[src/rtl/ddram_arb.sv]
// Round-robin multi-channel front end for the HPS DDR3 Avalon port.
// Grants one client at a time a read or write burst and returns read beats tagged per channel.
module ddram_arb #(
  parameter int          CH     = 2,
  parameter int          ADDR_W = 26,
  parameter logic [28:0] BASE   = 29'h0380_0000
) (
  input  logic                 DDRAM_CLK,
  input  logic                 reset,
  input  logic                 DDRAM_BUSY,
  output logic [7:0]           DDRAM_BURSTCNT,
  output logic [28:0]          DDRAM_ADDR,
  input  logic [63:0]          DDRAM_DOUT,
  input  logic                 DDRAM_DOUT_READY,
  output logic                 DDRAM_RD,
  output logic [63:0]          DDRAM_DIN,
  output logic [7:0]           DDRAM_BE,
  output logic                 DDRAM_WE,
  input  logic [CH-1:0]        ch_req,
  input  logic [CH-1:0]        ch_we,
  input  logic [CH*ADDR_W-1:0] ch_addr,
  input  logic [CH*8-1:0]      ch_burst,
  input  logic [CH*64-1:0]     ch_din,
  input  logic [CH*8-1:0]      ch_be,
  output logic [CH-1:0]        ch_ack,
  output logic [CH-1:0]        ch_wnext,
  output logic [63:0]          ch_dout,
  output logic [CH-1:0]        ch_dready,
  output logic [CH-1:0]        ch_done,
  output logic [CH-1:0]        ch_busy
);

  localparam int GW = (CH > 1) ? $clog2(CH) : 1;

  typedef enum logic [1:0] {S_IDLE, S_WRITE, S_READ} state_t;

  state_t              state_q, state_d;
  logic [GW-1:0]       last_q, last_d;
  logic [GW-1:0]       g_q, g_d;
  logic [28:0]         addr_q, addr_d;
  logic [7:0]          burst_q, burst_d;
  logic [7:0]          cnt_q, cnt_d;
  logic                rd_q, rd_d;
  logic                we_q, we_d;
  logic [CH-1:0]       ack_q, ack_d;
  logic [CH-1:0]       dready_q, dready_d;
  logic [CH-1:0]       done_q, done_d;
  logic [63:0]         dout_q, dout_d;

  logic [ADDR_W-1:0]   addr_a  [CH];
  logic [7:0]          burst_a [CH];
  logic [63:0]         din_a   [CH];
  logic [7:0]          be_a    [CH];

  for (genvar c = 0; c < CH; c++) begin : g_unpack
    assign addr_a[c]  = ch_addr[c*ADDR_W +: ADDR_W];
    assign burst_a[c] = ch_burst[c*8 +: 8];
    assign din_a[c]   = ch_din[c*64 +: 64];
    assign be_a[c]    = ch_be[c*8 +: 8];
  end

  // Round-robin pick: first requester at or after last_grant+1.
  logic          sel_found;
  logic [GW-1:0] sel_idx;
  logic [GW-1:0] rr_idx;
  logic [7:0]    sel_burst;
  logic [28:0]   sel_word;

  always_comb begin
    // NOTE: every combinationally written signal gets a default first so no latch is inferred.
    sel_found = 1'b0;
    sel_idx   = '0;
    rr_idx    = '0;
    for (int i = 0; i < CH; i++) begin
      rr_idx = GW'((int'(last_q) + 1 + i) % CH);
      if (!sel_found && ch_req[rr_idx]) begin
        sel_found = 1'b1;
        sel_idx   = rr_idx;
      end
    end
    sel_burst = (burst_a[sel_idx] == 8'd0) ? 8'd1 : burst_a[sel_idx];
    sel_word  = BASE + 29'(addr_a[sel_idx] >> 3);
  end

  always_comb begin
    state_d  = state_q;
    last_d   = last_q;
    g_d      = g_q;
    addr_d   = addr_q;
    burst_d  = burst_q;
    cnt_d    = cnt_q;
    rd_d     = rd_q;
    we_d     = we_q;
    ack_d    = '0;
    dready_d = '0;
    done_d   = '0;
    dout_d   = dout_q;
    unique case (state_q)
      S_IDLE: begin
        if (sel_found) begin
          g_d          = sel_idx;
          last_d       = sel_idx;
          addr_d       = sel_word;
          burst_d      = sel_burst;
          cnt_d        = sel_burst;
          ack_d[sel_idx] = 1'b1;
          we_d         = ch_we[sel_idx];
          rd_d         = !ch_we[sel_idx];
          state_d      = ch_we[sel_idx] ? S_WRITE : S_READ;
        end
      end
      S_WRITE: begin
        if (we_q && !DDRAM_BUSY) begin
          cnt_d = cnt_q - 8'd1;
          if (cnt_q == 8'd1) begin
            done_d[g_q] = 1'b1;
            we_d        = 1'b0;
            state_d     = S_IDLE;
          end
        end
      end
      S_READ: begin
        if (rd_q && !DDRAM_BUSY) rd_d = 1'b0;
        if (DDRAM_DOUT_READY) begin
          dout_d        = DDRAM_DOUT;
          dready_d[g_q] = 1'b1;
          cnt_d         = cnt_q - 8'd1;
          if (cnt_q == 8'd1) begin
            done_d[g_q] = 1'b1;
            rd_d        = 1'b0;
            state_d     = S_IDLE;
          end
        end
      end
      default: state_d = S_IDLE;
    endcase
  end

  always_ff @(posedge DDRAM_CLK) begin
    // NOTE: non-blocking assignments so every register samples pre-edge values.
    if (reset) begin
      state_q  <= S_IDLE;
      last_q   <= GW'(CH - 1);
      g_q      <= '0;
      addr_q   <= '0;
      burst_q  <= 8'd1;
      cnt_q    <= '0;
      rd_q     <= 1'b0;
      we_q     <= 1'b0;
      ack_q    <= '0;
      dready_q <= '0;
      done_q   <= '0;
      dout_q   <= '0;
    end else begin
      state_q  <= state_d;
      last_q   <= last_d;
      g_q      <= g_d;
      addr_q   <= addr_d;
      burst_q  <= burst_d;
      cnt_q    <= cnt_d;
      rd_q     <= rd_d;
      we_q     <= we_d;
      ack_q    <= ack_d;
      dready_q <= dready_d;
      done_q   <= done_d;
      dout_q   <= dout_d;
    end
  end

  // Write data and the beat-accept strobe follow the granted client combinationally.
  always_comb begin
    ch_wnext = '0;
    ch_busy  = '0;
    if (we_q && !DDRAM_BUSY) ch_wnext[g_q] = 1'b1;
    if (state_q != S_IDLE)   ch_busy[g_q]  = 1'b1;
  end

  assign DDRAM_RD       = rd_q;
  assign DDRAM_WE       = we_q;
  assign DDRAM_ADDR     = addr_q;
  assign DDRAM_BURSTCNT = burst_q;
  assign DDRAM_DIN      = we_q ? din_a[g_q] : 64'd0;
  assign DDRAM_BE       = we_q ? be_a[g_q] : 8'hFF;
  assign ch_ack         = ack_q;
  assign ch_dready      = dready_q;
  assign ch_done        = done_q;
  assign ch_dout        = dout_q;

endmodule

[config.mk]
export PLATFORM = sky130hd
export DESIGN_NAME = ddram_arb
export DESIGN_NICKNAME = d
export VERILOG_FILES = /design/src/rtl/ddram_arb.sv
export SDC_FILE = /design/constraint.sdc
export NUM_CORES = 1
export LEC_CHECK = 0
export CAP_MARGIN = 20
export CORE_AREA = 10 10 174 176
export DETAILED_ROUTE_END_ITERATION = 7
export DIE_AREA = 0 0 184 186
export GPL_TIMING_DRIVEN = 0
export SYNTH_ARGS = -nofsm -noshare
export SYNTH_HDL_FRONTEND = slang
export SYNTH_SLANG_ARGS = --single-unit
[constraint.sdc]
create_clock -name DDRAM_CLK -period 1.7 [get_ports DDRAM_CLK]
set_input_delay 0.17 -clock DDRAM_CLK [delete_from_list [all_inputs] [get_ports DDRAM_CLK]]
set_output_delay 0.17 -clock DDRAM_CLK [all_outputs]
set_load 0.02 [all_outputs]
==> impl_metrics.csv <==
group,metric,value,unit
floorplanning,core_area,26700,um2
floorplanning,fp.dieW,184,um
worst_setup_path,worstPathRequired,1530,ps
worst_setup_path,crit_top_cell,"buf_12",
worst_setup_path,crit_buf_inv,3,
timing,finalCriticalPeriod,1830,ps
synth,synth_top_family_by_area,"simple AND/OR/NAND/NOR gates",
placement,dpl.hpwl,28900,um
clock_tree,ctsLongestPathBuffers,2,
floorplanning,io_pins,469,
timing,finalSetupViolCount,36,
routing,postRouteAntennaNets,0,
final_layout,areaGrowthSynthToFinish,106,%
grt,grt_pass1_vias,7425,
power,power.total,0.0181,W
synth,synth-compound-area-share,15.6,%
synth,synth_async_sr_flop_share,0,%
final_layout,fillers,2662,
grt,grt_first_pass_wirelength,48700,um
routing,wirelength,35000,um
worst_setup_path,cp_data_arrival_time,1660,ps
routing,initialDrtViolationCount,272,
worst_hold_path,hold_class,"input pin to flip-flop",
timing,holdWs,300,ps
synth,ys_warn_count,0,
flow_run,drv_cap,0,
grt,grt_antenna_before_repair,8,
placement,placed_area,11000,um2
grt,grt_use_total,19.2,%
worst_setup_path,crit_chain,"buf_12 > buf_12 > mux2i_4 > nor2b_1 > buf_4",
synth,synth_edf_count,0,
synth,synth.distinct_cells,45,
routing,post-route-drc-count,0,
power,p_comb_share,58.3,%
timing,hold_viol,0,
power,pwr_density_cell,1480,nW/um2
clock_tree,cts_buffers,17,
synth,syn_avg_cell_area,7.87,um2
clock_tree,h-tree-depth,4,
placement,io_buffer_count,458,
synth,yosys.area_share.simple,25.3,%
worst_setup_path,crit_family,"buffers and inverters",
grt,gr-total-overflow,0,
power,pwr-share-clk,20.5,%
timing,max_slew.worst_pin.slew,916,ps
worst_setup_path,reg2reg_slack,-70,ps
routing,route.vias.total,7274,
worst_setup_path,cp_slowest_cell,"dfxtp_4",
timing,rsz0062_at_grt,"true",
timing,finClkSkew,8.96,ps
power,p_leak,4.61,nW
final_layout,fin_area,12200,um2
timing,relSlewSlack,38.9,%
power,switchingPower,0.00736,W
clock_tree,clkSinkCount,116,
final_layout,final_nets,1546,
worst_setup_path,endpoint_kind,"output pin",
floorplanning,die_h,186,um
routing,vias_per_cell,4.49,
power,vdd_ir_drop_max,0.00106,V
synth,synthXorXnorAreaFrac,0,%
clock_tree,cts_hold_buf,0,
status,violations,"negative setup slack",
synth,synthCells,753,
status,status,"finished with violations",
placement,gp_congestion,0.845,
floorplanning,row_count,60,
clock_tree,cts_tree,"built",
final_layout,drive_gt1_share,18.9,%
power,pwr-share-seq,21.3,%
power,p_int,0.0108,W
routing,wl_per_cell,21.6,um
timing,setup_ws,-125,ps
power,switching_share,40.6,%
routing,drtPass1Iterations,5,
clock_tree,clk_pin_slew,60,ps
timing,fmax,548,MHz
clock_tree,insertion_delay,410,ps
synth,yosys_register_bits,116,
floorplanning,start_util,22.2,%
synth,synth_mux_area_share,13.7,%
worst_setup_path,start_kind,"flip-flop",
floorplanning,die_area,34200,um2
synth,syn_area,5930,um2
worst_setup_path,cpPeakStageDelay,430,ps
grt,grt_max_degree,17,
timing,finalCritPeriodShare,107,%
timing,slew_violations,0,
worst_setup_path,path_class,"flip-flop to output pin",
synth,ys.flop_type,"dfxtp_1",
synth,synth_fa_ha_area_share,1.06,%
clock_tree,root_buffer,"clkbuf_16",
worst_setup_path,path_max_fanout,7,
synth,ys_seq_area_share,39.2,%
[cell usage in the layout, fill, tap and decap left out, drive strengths merged, types with 5 or more instances in the layout]
cell	instances
a211oi	10
ha	5
buf	128
nor2	46
mux2i	80
o21ai	10
clkbuf	51
nor2b	68
inv	16
a21oi	73
nor3	10
nand2	195
dfxtp	116
a311oi	23
diode	8
clkdlybuf4s50	378
[tightest hold or removal path: cells and delay by family]
kind / cells / cell delay [ps]
simple gates: 1 / 50
buf+inv: 1 / 390
compound gates: 1 / 50
[flip-flops by register name (all words and copies together) (netlist names)]
name / flops
state_q: 2
DDRAM_ADDR: 24
DDRAM_BURSTCNT: 8
ch_ack: 2
g_q: 1
DDRAM_WE: 1
DDRAM_RD: 1
cnt_q: 8
ch_dout: 64
last_q: 1
ch_dready: 2
ch_done: 2
[kinds of logic (layout without fill, tap and decap cells)]
family                   count (synthesis)  after routing
flip-flops                             116            116
AO/OA/AOI/OAI                          142            142
AND/OR/NAND/NOR                        337            337
buffers and inverters                   71            586
adder cells (fa/ha/maj)                  5              5
other                                    1             11
multiplexers                            81             81
[final timing paths]
kind                   from           end  cells past startpoint
min          DDRAM_DOUT[52]   ch_dout[52]                      3
max reg2reg      state_q[1]      cnt_q[0]                      6
min reg2reg     ch_dout[61]   ch_dout[61]                      2
max                     g_q  DDRAM_DIN[3]                      5
[metal layers]
metal	GRT usage (%)	share of wire (%)	vias to the layer above
li1	-	-	3582
met1	19.1	36	3342
met2	35.0	53	316
met3	7.35	8.9	34
met4	7.60	2.3	0
met5	0	0	-
[stage by stage]
stage / util, % / setup slack (ps) / cells / TNS (ps)
3_3_place_gp: 41.0 / -783 / 1554 / -83020
2_1_floorplan: - / 17.0 / 755 / 0
4_1_cts: 44.8 / -139 / 1598 / -2320
5_1_grt: 45.7 / -176 / 1618 / -5200
3_5_place_dp: 41.0 / -790 / 1554 / -85810
6_report: 45.7 / -125 / 1619 / -1170
[Yosys cell counts (2+ instances only)]
cell type  number  area (um2)
or4_1           2        15.0
a211o_1         2        17.5
nor2_1         46         173
a31oi_1         2        12.5
nand3_1         4        20.0
buf_1           5        18.8
o22ai_1         3        18.8
ha_1            5        62.6
nand4_1         2        12.5
o21a_1          3        22.5
nor2b_1        68         425
nand2b_1        2        12.5
buf_4           6        45.0
o21ai_0         9        45.0
inv_1           8        30.0
a211oi_1       10        75.1
clkbuf_1       39         146
mux2i_1        80         801
buf_2          12        60.1
a21oi_1        73         365
a32o_1          2        20.0
o2bb2ai_1       3        26.3
a311oi_1       23         201
nand2_1       195         732
nor3_1         10        50.1
and2_1          3        18.8
nor4_1          3        18.8
dfxtp_1       116        2320
[timing repair]
| item | in CTS | in global routing |
|---|---|---|
| setup buffers | 13 | 12 |
| pin swaps | 8 | 15 |
| cloned | 1 | 2 |
| gates resized for setup | 462 | 79 |
| endpoints found under the setup margin | 184 | 128 |
[power by group through the flow]
stage	clock [W]	sequential (W)	combinational, W
finish	0.00371	0.00386	0.0106
global placement	0	0.00380	0.00900
floorplan	0	0.00444	0.00425
detailed placement	0	0.00383	0.00901
CTS	0.00378	0.00384	0.00975
global route	0.00391	0.00394	0.0114
[area by class of cell]
cell class                 instances  area (um2)  area share [%]
clock inverter                    14         166            1.36
tap                              341         427            3.49
antenna                            8        20.0           0.164
clock buffer                      18         439            3.59
timing repair buffer             485        4640            37.9
inverter                           9        45.0           0.369
sequential                       116        2340            19.1
multi-input combinational        568        3650            29.9
buffer                            60         497            4.06
No activity file was read; power rests on OpenSTA's default activity.
